$ cat src/rtl/flt2int_conv.sv
// flt2int_conv: multi-cycle float to saturating integer converter with four rounding modes
module flt2int_conv #(
  parameter int EXP_W = 5,
  parameter int MAN_W = 10,
  parameter int INT_W = 16
) (
  input  logic                   clk,
  input  logic                   reset,
  input  logic                   start,
  input  logic [EXP_W+MAN_W:0]   flt_in,
  input  logic [1:0]             round_mode,
  output logic                   busy,
  output logic                   done,
  output logic [INT_W-1:0]       int_out,
  output logic                   ovf,
  output logic                   inexact
);
  localparam int BIAS = 2 ** (EXP_W - 1) - 1;
  localparam int MW = (INT_W + 1 > MAN_W + 1) ? INT_W + 1 : MAN_W + 1;
  localparam int CAP = MAN_W + 2;
  localparam int CW = $clog2(CAP + 1);
  localparam logic [MW-1:0] MAXP = {{(MW-INT_W+1){1'b0}}, {(INT_W-1){1'b1}}};
  localparam logic [MW-1:0] SATM = {{(MW-INT_W){1'b0}}, 1'b1, {(INT_W-1){1'b0}}};
  localparam logic [2:0] IDLE = 3'd0, PARSE = 3'd1, SHIFT = 3'd2, ROUND = 3'd3, DONE = 3'd4;
  logic [2:0] state;
  logic sign, nan, left, guard, sticky, inc, sat, all1, zero, mz, big;
  logic [EXP_W-1:0] exp_f;
  logic [MAN_W-1:0] man_f;
  logic [1:0] rm;
  logic [MW-1:0] mag, sig, rnd;
  logic [CW-1:0] cnt;
  logic [INT_W-1:0] mo, res;
  int e, n, nc;
  assign busy = state != IDLE && state != DONE;
  assign done = state == DONE;
  always_comb begin
    e = {{(32-EXP_W){1'b0}}, exp_f} - BIAS;
    n = e >= MAN_W ? e - MAN_W : MAN_W - e;
    nc = n > CAP ? CAP : n;
    sig = MW'({1'b1, man_f});
    all1 = &exp_f;
    zero = ~|exp_f;
    mz = ~|man_f;
    big = all1 || e > INT_W - 2;
    inc = rm == 2'd0 ? 1'b0 :
          rm == 2'd1 ? guard & (sticky | mag[0]) :
          rm == 2'd2 ? sign & (guard | sticky) : !sign & (guard | sticky);
    rnd = mag + {{(MW-1){1'b0}}, inc};
    sat = rnd > MAXP;
    mo = sat ? MAXP[INT_W-1:0] : rnd[INT_W-1:0];
    res = nan ? '0 : sign ? -mo : mo;
  end
  // Special operands enter ROUND with a prepared magnitude so one saturation path serves all
  always_ff @(posedge clk) begin
    if (reset) begin
      state <= IDLE;
      int_out <= '0;
      ovf <= 1'b0;
      inexact <= 1'b0;
    end else begin
      case (state)
        IDLE: if (start) begin
          {sign, exp_f, man_f} <= flt_in;
          rm <= round_mode;
          state <= PARSE;
        end
        PARSE: begin
          nan <= all1 & !mz;
          guard <= 1'b0;
          sticky <= zero & !mz;
          left <= e >= MAN_W;
          mag <= big ? SATM : zero ? '0 : sig;
          cnt <= CW'(nc);
          state <= (big || zero || nc == 0) ? ROUND : SHIFT;
        end
        SHIFT: begin
          mag <= left ? mag << 1 : mag >> 1;
          guard <= left ? 1'b0 : mag[0];
          sticky <= sticky | guard;
          cnt <= cnt - 1'b1;
          if (cnt == CW'(1)) state <= ROUND;
        end
        ROUND: begin
          int_out <= res;
          ovf <= sat;
          inexact <= guard | sticky;
          state <= DONE;
        end
        default: state <= IDLE;
      endcase
    end
  end
endmodule

$ cat config.mk
export PLATFORM = sky130hd
export DESIGN_NAME = flt2int_conv
export DESIGN_NICKNAME = d
export VERILOG_FILES = /design/src/rtl/flt2int_conv.sv
export SDC_FILE = /design/constraint.sdc
export NUM_CORES = 1
export LEC_CHECK = 0
export CORE_UTILIZATION = 62
export CTS_BUF_LIST = sky130_fd_sc_hd__clkbuf_16
export DETAILED_ROUTE_END_ITERATION = 8
export HOLD_SLACK_MARGIN = 0.1
export PLACE_DENSITY = 0.91
export REMOVE_ABC_BUFFERS = 1
export SLEW_MARGIN = 10
export SYNTH_ARGS = -nofsm -noshare
export SYNTH_HDL_FRONTEND = slang
export SYNTH_SLANG_ARGS = --single-unit
$ cat constraint.sdc
create_clock -name clk -period 6.6 [get_ports clk]
set_input_delay 1.32 -clock clk [delete_from_list [all_inputs] [get_ports clk]]
set_output_delay 1.32 -clock clk [all_outputs]
set_load 0.05 [all_outputs]
== Yosys cells after proc, flatten, opt, wreduce, memory -nomap -nowiden ==
Cells that the tools add are included.

* Word-level logic and storage cells: 80
* Output and inout port bits: 20
* Flip-flop bits (word level): 64
* Input bits: 21

* Order comparisons: 4
* Multiplexer cells: 20
* Equality and inequality tests: 10
* Bitwise logic cells: 8
* Add/sub/neg operators: 6
* Reductions and logical operators: 18

{| class="wikitable"
|+ Operators with widths
! cell !! count
|-
| 16-bit 2-to-1 mux || 4
|-
| 32-bit 2-to-1 mux || 2
|-
| 17-bit one-hot mux with 2 select lines || 1
|-
| 32-bit by 5-bit > comparator with 1-bit output, second input constant || 1
|-
| 32-bit zero test || 1
|-
| 17-bit by 1-bit adder with 17-bit output || 1
|-
| 17-bit by 15-bit > comparator with 1-bit output, second input constant || 1
|-
| 17-bit 2-to-1 mux || 1
|-
| 16-bit negator || 1
|-
| 3-bit one-hot mux with 4 select lines || 1
|-
| 11-bit 2-to-1 mux || 1
|-
| 10-bit OR reduction || 1
|-
| 4-bit one-hot mux with 2 select lines || 1
|-
| 5-bit by 6-bit subtractor with 7-bit output, first input constant || 1
|-
| 6-bit by 5-bit subtractor with 7-bit output, second input constant || 1
|-
| 3-bit by 2-bit equality test with 1-bit output, second input constant || 2
|-
| 6-bit by 5-bit >= comparator with 1-bit output, second input constant || 1
|-
| 6-bit by 5-bit > comparator with 1-bit output, second input constant || 1
|-
| 3-bit 2-to-1 mux || 2
|-
| 2-bit AND reduction || 3
|-
| 5-bit by 4-bit subtractor with 6-bit output, second input constant || 1
|-
| 1-bit AND || 5
|-
| 1-bit 2-to-1 mux || 5
|-
| 5-bit AND reduction || 1
|-
| 20 further kinds || 26
|}

== Longest topological paths before layout ==
* Depth in word-level cells: 11
* Depth in mapped cells: 20
* Gate-level depth less buffers: 17

== Worst setup path before layout ==
OpenSTA, ideal clock, no wires.

* Path type: register to register
* Start: register sign
* End: register int_out[14]
* Data arrival time: 3.887 ns
* Data required time: 6.480 ns
* Path buffers: 3
* Clock period less this slack: 4.007 ns
* Stages on the path, launching flop included: 20
* Setup time: 0.120 ns
* Setup slack: 2.593 ns
* Path through: edfxtp_1 -> clkbuf_1 -> buf_1 -> a21oi_1 -> nor3_1 -> ha_1 -> ha_1 -> nand3_1 -> nor2_1 -> and4_1 -> nor2_2 -> buf_2 -> nor2_1 -> ha_1 -> nand2_1 -> a21oi_1 -> nand2_1 -> a21oi_2 -> a2111oi_1 -> a211o_1

* Longest elaborated chain between the ends: 11
* Elaborated cells on any way between the ends: 12
* Classes of those cells: add/sub: 2; order compare: 1; mux: 6; bitwise: 2; reduce/logical: 1

{| class="wikitable"
|+ RTL lines
! element !! line !! source
|-
| from (decl) || 26 || <nowiki>logic sign, nan, left, guard, sticky, inc, sat, all1, zero, mz, big;</nowiki>
|-
| from (signal assigned) || 63 || <nowiki>{sign, exp_f, man_f} <= flt_in;</nowiki>
|-
| 1-bit zero test || 47 || <nowiki>rm == 2'd2 ? sign & (guard | sticky) : !sign & (guard | sticky);</nowiki>
|-
| 1-bit AND || 47 ||
|-
| 1-bit 2-to-1 mux || 47 ||
|-
| 1-bit 2-to-1 mux || 46 || <nowiki>rm == 2'd1 ? guard & (sticky | mag[0]) :</nowiki>
|-
| 1-bit 2-to-1 mux || 45 || <nowiki>inc = rm == 2'd0 ? 1'b0 :</nowiki>
|-
| 17-bit by 1-bit adder with 17-bit output || 48 || <nowiki>rnd = mag + {{(MW-1){1'b0}}, inc};</nowiki>
|-
| 17-bit by 15-bit > comparator with 1-bit output || 49 || <nowiki>sat = rnd > MAXP;</nowiki>
|-
| 16-bit 2-to-1 mux || 50 || <nowiki>mo = sat ? MAXP[INT_W-1:0] : rnd[INT_W-1:0];</nowiki>
|-
| 16-bit negator || 51 || <nowiki>res = nan ? '0 : sign ? -mo : mo;</nowiki>
|-
| 16-bit 2-to-1 mux * (2 in series) || 51 ||
|-
| to (signal assigned) || 84 || <nowiki>int_out <= res;</nowiki>
|-
| to (decl) || 14 || <nowiki>output logic [INT_W-1:0] int_out,</nowiki>
|}

Every way passes the cells marked *; elsewhere a longest branch is shown, timed or not.
A chain may end at the register's enable or synchronous reset.

== Final worst setup path ==
Same ends and word-level chain as after synthesis.

==> results.py <==
metrics = {
    "setup_path": {
        "slowest_stage": "edfxtp_1",
        "crit_family": "simple AND/OR/NAND/NOR gates",
        "cp.depth": 15,
        "reg2reg_from": "sign$_DFFE_PP_",
        "path_buf_inv": 0,
        "critical_path.max_fanout": 24,
        "critPathLaunchType": "register",
        "path_cells": "a21oi_1 > nor3_1 > ha_1 > nand4_1 > or4_4 > o32ai_4 > nor2_2 > nor2_1 > ha_1 > nand2_1 > a21oi_1 > nand2_1 > a21oi_2 > a2111oi_1 > a211o_1",
        "reg2reg_depth": 15,
        "worstPathRequired_ps": 6830,
        "r2r_setup_slack_ps": 1830,
        "cp.arrival_ps": 5000,
        "end_kind": "register",
        "max_stage_delay_ps": 850,
        "crit_type": "reg -> reg",
        "crit_start": "sign$_DFFE_PP_",
    },
    "hold_path": {
        "hold_class": "reg -> reg",
        "hp-start": "int_out[13]$_SDFFE_PP0N_",
        "hold_path_depth": 2,
    },
    "clock_network": {
        "cts_setup_buffers": 0,
        "root_buffer": "clkbuf_16",
        "tritoncts": "yes",
        "cts_made_buffers": 9,
        "clk_pin_slew_ps": 60,
        "clock_sinks": 64,
        "postCtsHoldBufs": 0,
        "clkLatencyLatePin_ps": 340,
        "clk_path_buf_depth": 2,
        "cts.repair.resized": 0,
        "cts_max_level": 3,
    },
    "detailed_routing": {
        "antenna_left": 0,
        "num_vias": 3405,
        "drt_wl_total_um": 8920,
        "drt-initial-drc-count": 274,
        "drt-wirelength-per-cell_um": 16.6,
        "drc": 0,
        "viasPerCell": 6.32,
        "first_pass_iters": 5,
    },
    "synthesis": {
        "ys_types": 66,
        "ys_ff_latch": 64,
        "yosys_warnings": 0,
        "netlist_instances": 432,
        "async_flop_share_pct": 0,
        "synth_common_cells": "nand2_1 (44), edfxtp_1 (43), nor2_1 (37)",
        "synth_area_leaders": "edfxtp_1 (32%), dfxtp_1 (10%), ha_1 (4.9%), mux2i_1 (4.4%), nand2_1 (4.1%)",
        "syn_area_per_cell_sq_um": 9.42,
        "yosysSeqAreaShare_pct": 42.1,
        "yosys.area.top_type": "edfxtp_1",
        "yosysMostFrequentCell": "nand2_1",
        "synth_ff_type": "edfxtp_1",
        "synth_area_sq_mm": 0.00407,
        "synth_top_area_share_pct": 31.7,
        "synth_edf_count": 43,
    },
    "sta": {
        "clock.fmax_mhz": 210,
        "rsz0062_at_grt": "false",
        "layout_min_cycle_time_ps": 4770,
        "worst_clock_skew_ps": 7.01,
        "period_share_pct": 72.3,
        "hold_viol": 0,
        "setup_tns_ps": 0,
        "holdWs_ps": 447,
        "worst_slew_pin_slew_ps": 1160,
        "setup_viol": 0,
        "slew_viol_final": 0,
        "maxSlewHeadroom_pct": 22.7,
    },
    "job": {
        "maxCapViolCount": 0,
    },
    "final_layout": {
        "final_cell_area_sq_mm": 0.00478,
        "drive_gt1_share_pct": 7.36,
        "nNetsFinal": 494,
        "syn2layout_area_growth_pct": 17.6,
        "diodes": 0,
        "fin_cells": 539,
    },
    "floorplan": {
        "die_x_um": 83,
        "core_sq_mm": 0.00635,
        "floorplan.rows": 29,
        "die-area_sq_mm": 0.00689,
        "io_pins": 41,
        "initial_core_util_pct": 64.1,
        "dieHeight_um": 83,
    },
    "outcome": {
        "status": "completed",
    },
    "placed_design": {
        "dp_hpwl_um": 6100,
        "numPlacedInstances": 523,
        "placed_area_sq_mm": 0.00445,
        "gp_congestion": 0.906,
        "numPortBuffers": 40,
    },
    "global_routing": {
        "first_global_vias": 3239,
        "grt_start_max_net_pins": 43,
        "gr-total-overflow": 0,
        "grt_usage_pct": 27.6,
        "grt_pass1_wl_um": 15100,
        "antenna_found_initial": 0,
    },
    "power": {
        "irDropWorstVdd_mv": 0.258,
        "leakagePower_nw": 1.77,
        "p_total_w": 0.00147,
        "power_density_mw_per_mm2": 307,
    },
}
## path summary, 6_finish.rpt
| check | to |
|---|---|
| setup / recovery | int_out[14]$_SDFFE_PP0N_ |
| hold / removal | int_out[13]$_SDFFE_PP0N_ |
| setup reg to reg | int_out[14]$_SDFFE_PP0N_ |
| hold reg to reg | int_out[13]$_SDFFE_PP0N_ |
## final cells by class
class                   count  area (sq um)
clock buffers               9           225
flip-flops and latches     64          1710
clock inverters             7           110
inverters                  11          41.3
fillers                   422          1570
repair buffers             42           415
well taps                  77          96.3
multi-input cells         329          2180
## state kept, by name, summed over array words and instances (netlist names)
signal,cells
nan,1
sign,1
ovf,1
rm,2
inexact,1
cnt,4
state,3
left,1
guard,1
man_f,10
sticky,1
mag,17
int_out,16
exp_f,5
## layer usage
metal,wire length [um],GRT usage (%)
met2,4420,45.8
met1,3830,33.9
met5,0,0
met4,195,13.5
met3,476,6.46
## cells in the final DEF, fill, tap and decap left out, drive strengths merged, types with 5 or more instances in the layout
| cell type | count |
|---|---|
| xnor2 | 13 |
| nor2 | 38 |
| o22ai | 12 |
| nand4 | 11 |
| nand3 | 19 |
| dfxtp | 21 |
| clkdlybuf4s50 | 40 |
| a21oi | 26 |
| and3 | 6 |
| xor2 | 13 |
| mux2i | 18 |
| ha | 16 |
| edfxtp | 43 |
| inv | 11 |
| clkbuf | 9 |
| nand2b | 5 |
| nand2 | 44 |
| o21ai | 26 |
| nor3 | 13 |
## where the power goes
group / internal (W) / switching, W / total (W)
Combinational: 0.000144 / 0.000223 / 0.000367
Clock: 0.000365 / 0.000176 / 0.000541
Sequential: 0.000496 / 0.0000659 / 0.000562
## through the flow
stage,util (%),setup slack [ps]
2_1_floorplan,-,2700
3_3_place_gp,70.1,2290
3_5_place_dp,70.1,2090
4_1_cts,75.3,1950
5_1_grt,75.3,1540
6_report,75.3,1830
## cells by family after synthesis
group / count (synthesis) / share of synthesized area, %
DFF: 64 / 42.1
xor gates and xnor gates: 26 / 5.78
muxes: 22 / 5.54
and+or+nand+nor: 165 / 20.5
buffers and inverters: 39 / 4.37
adders and majority gates: 16 / 4.92
AOI/OAI and AO/OA: 100 / 16.9
## tightest hold or removal path, delay by kind of cell (launching register included)
family	cells	cell delay [ps]
and+or+nand+nor	1	50
AOI/OAI and AO/OA	1	50
DFF	1	310
Note: power is estimated with default switching activity, not from simulation.
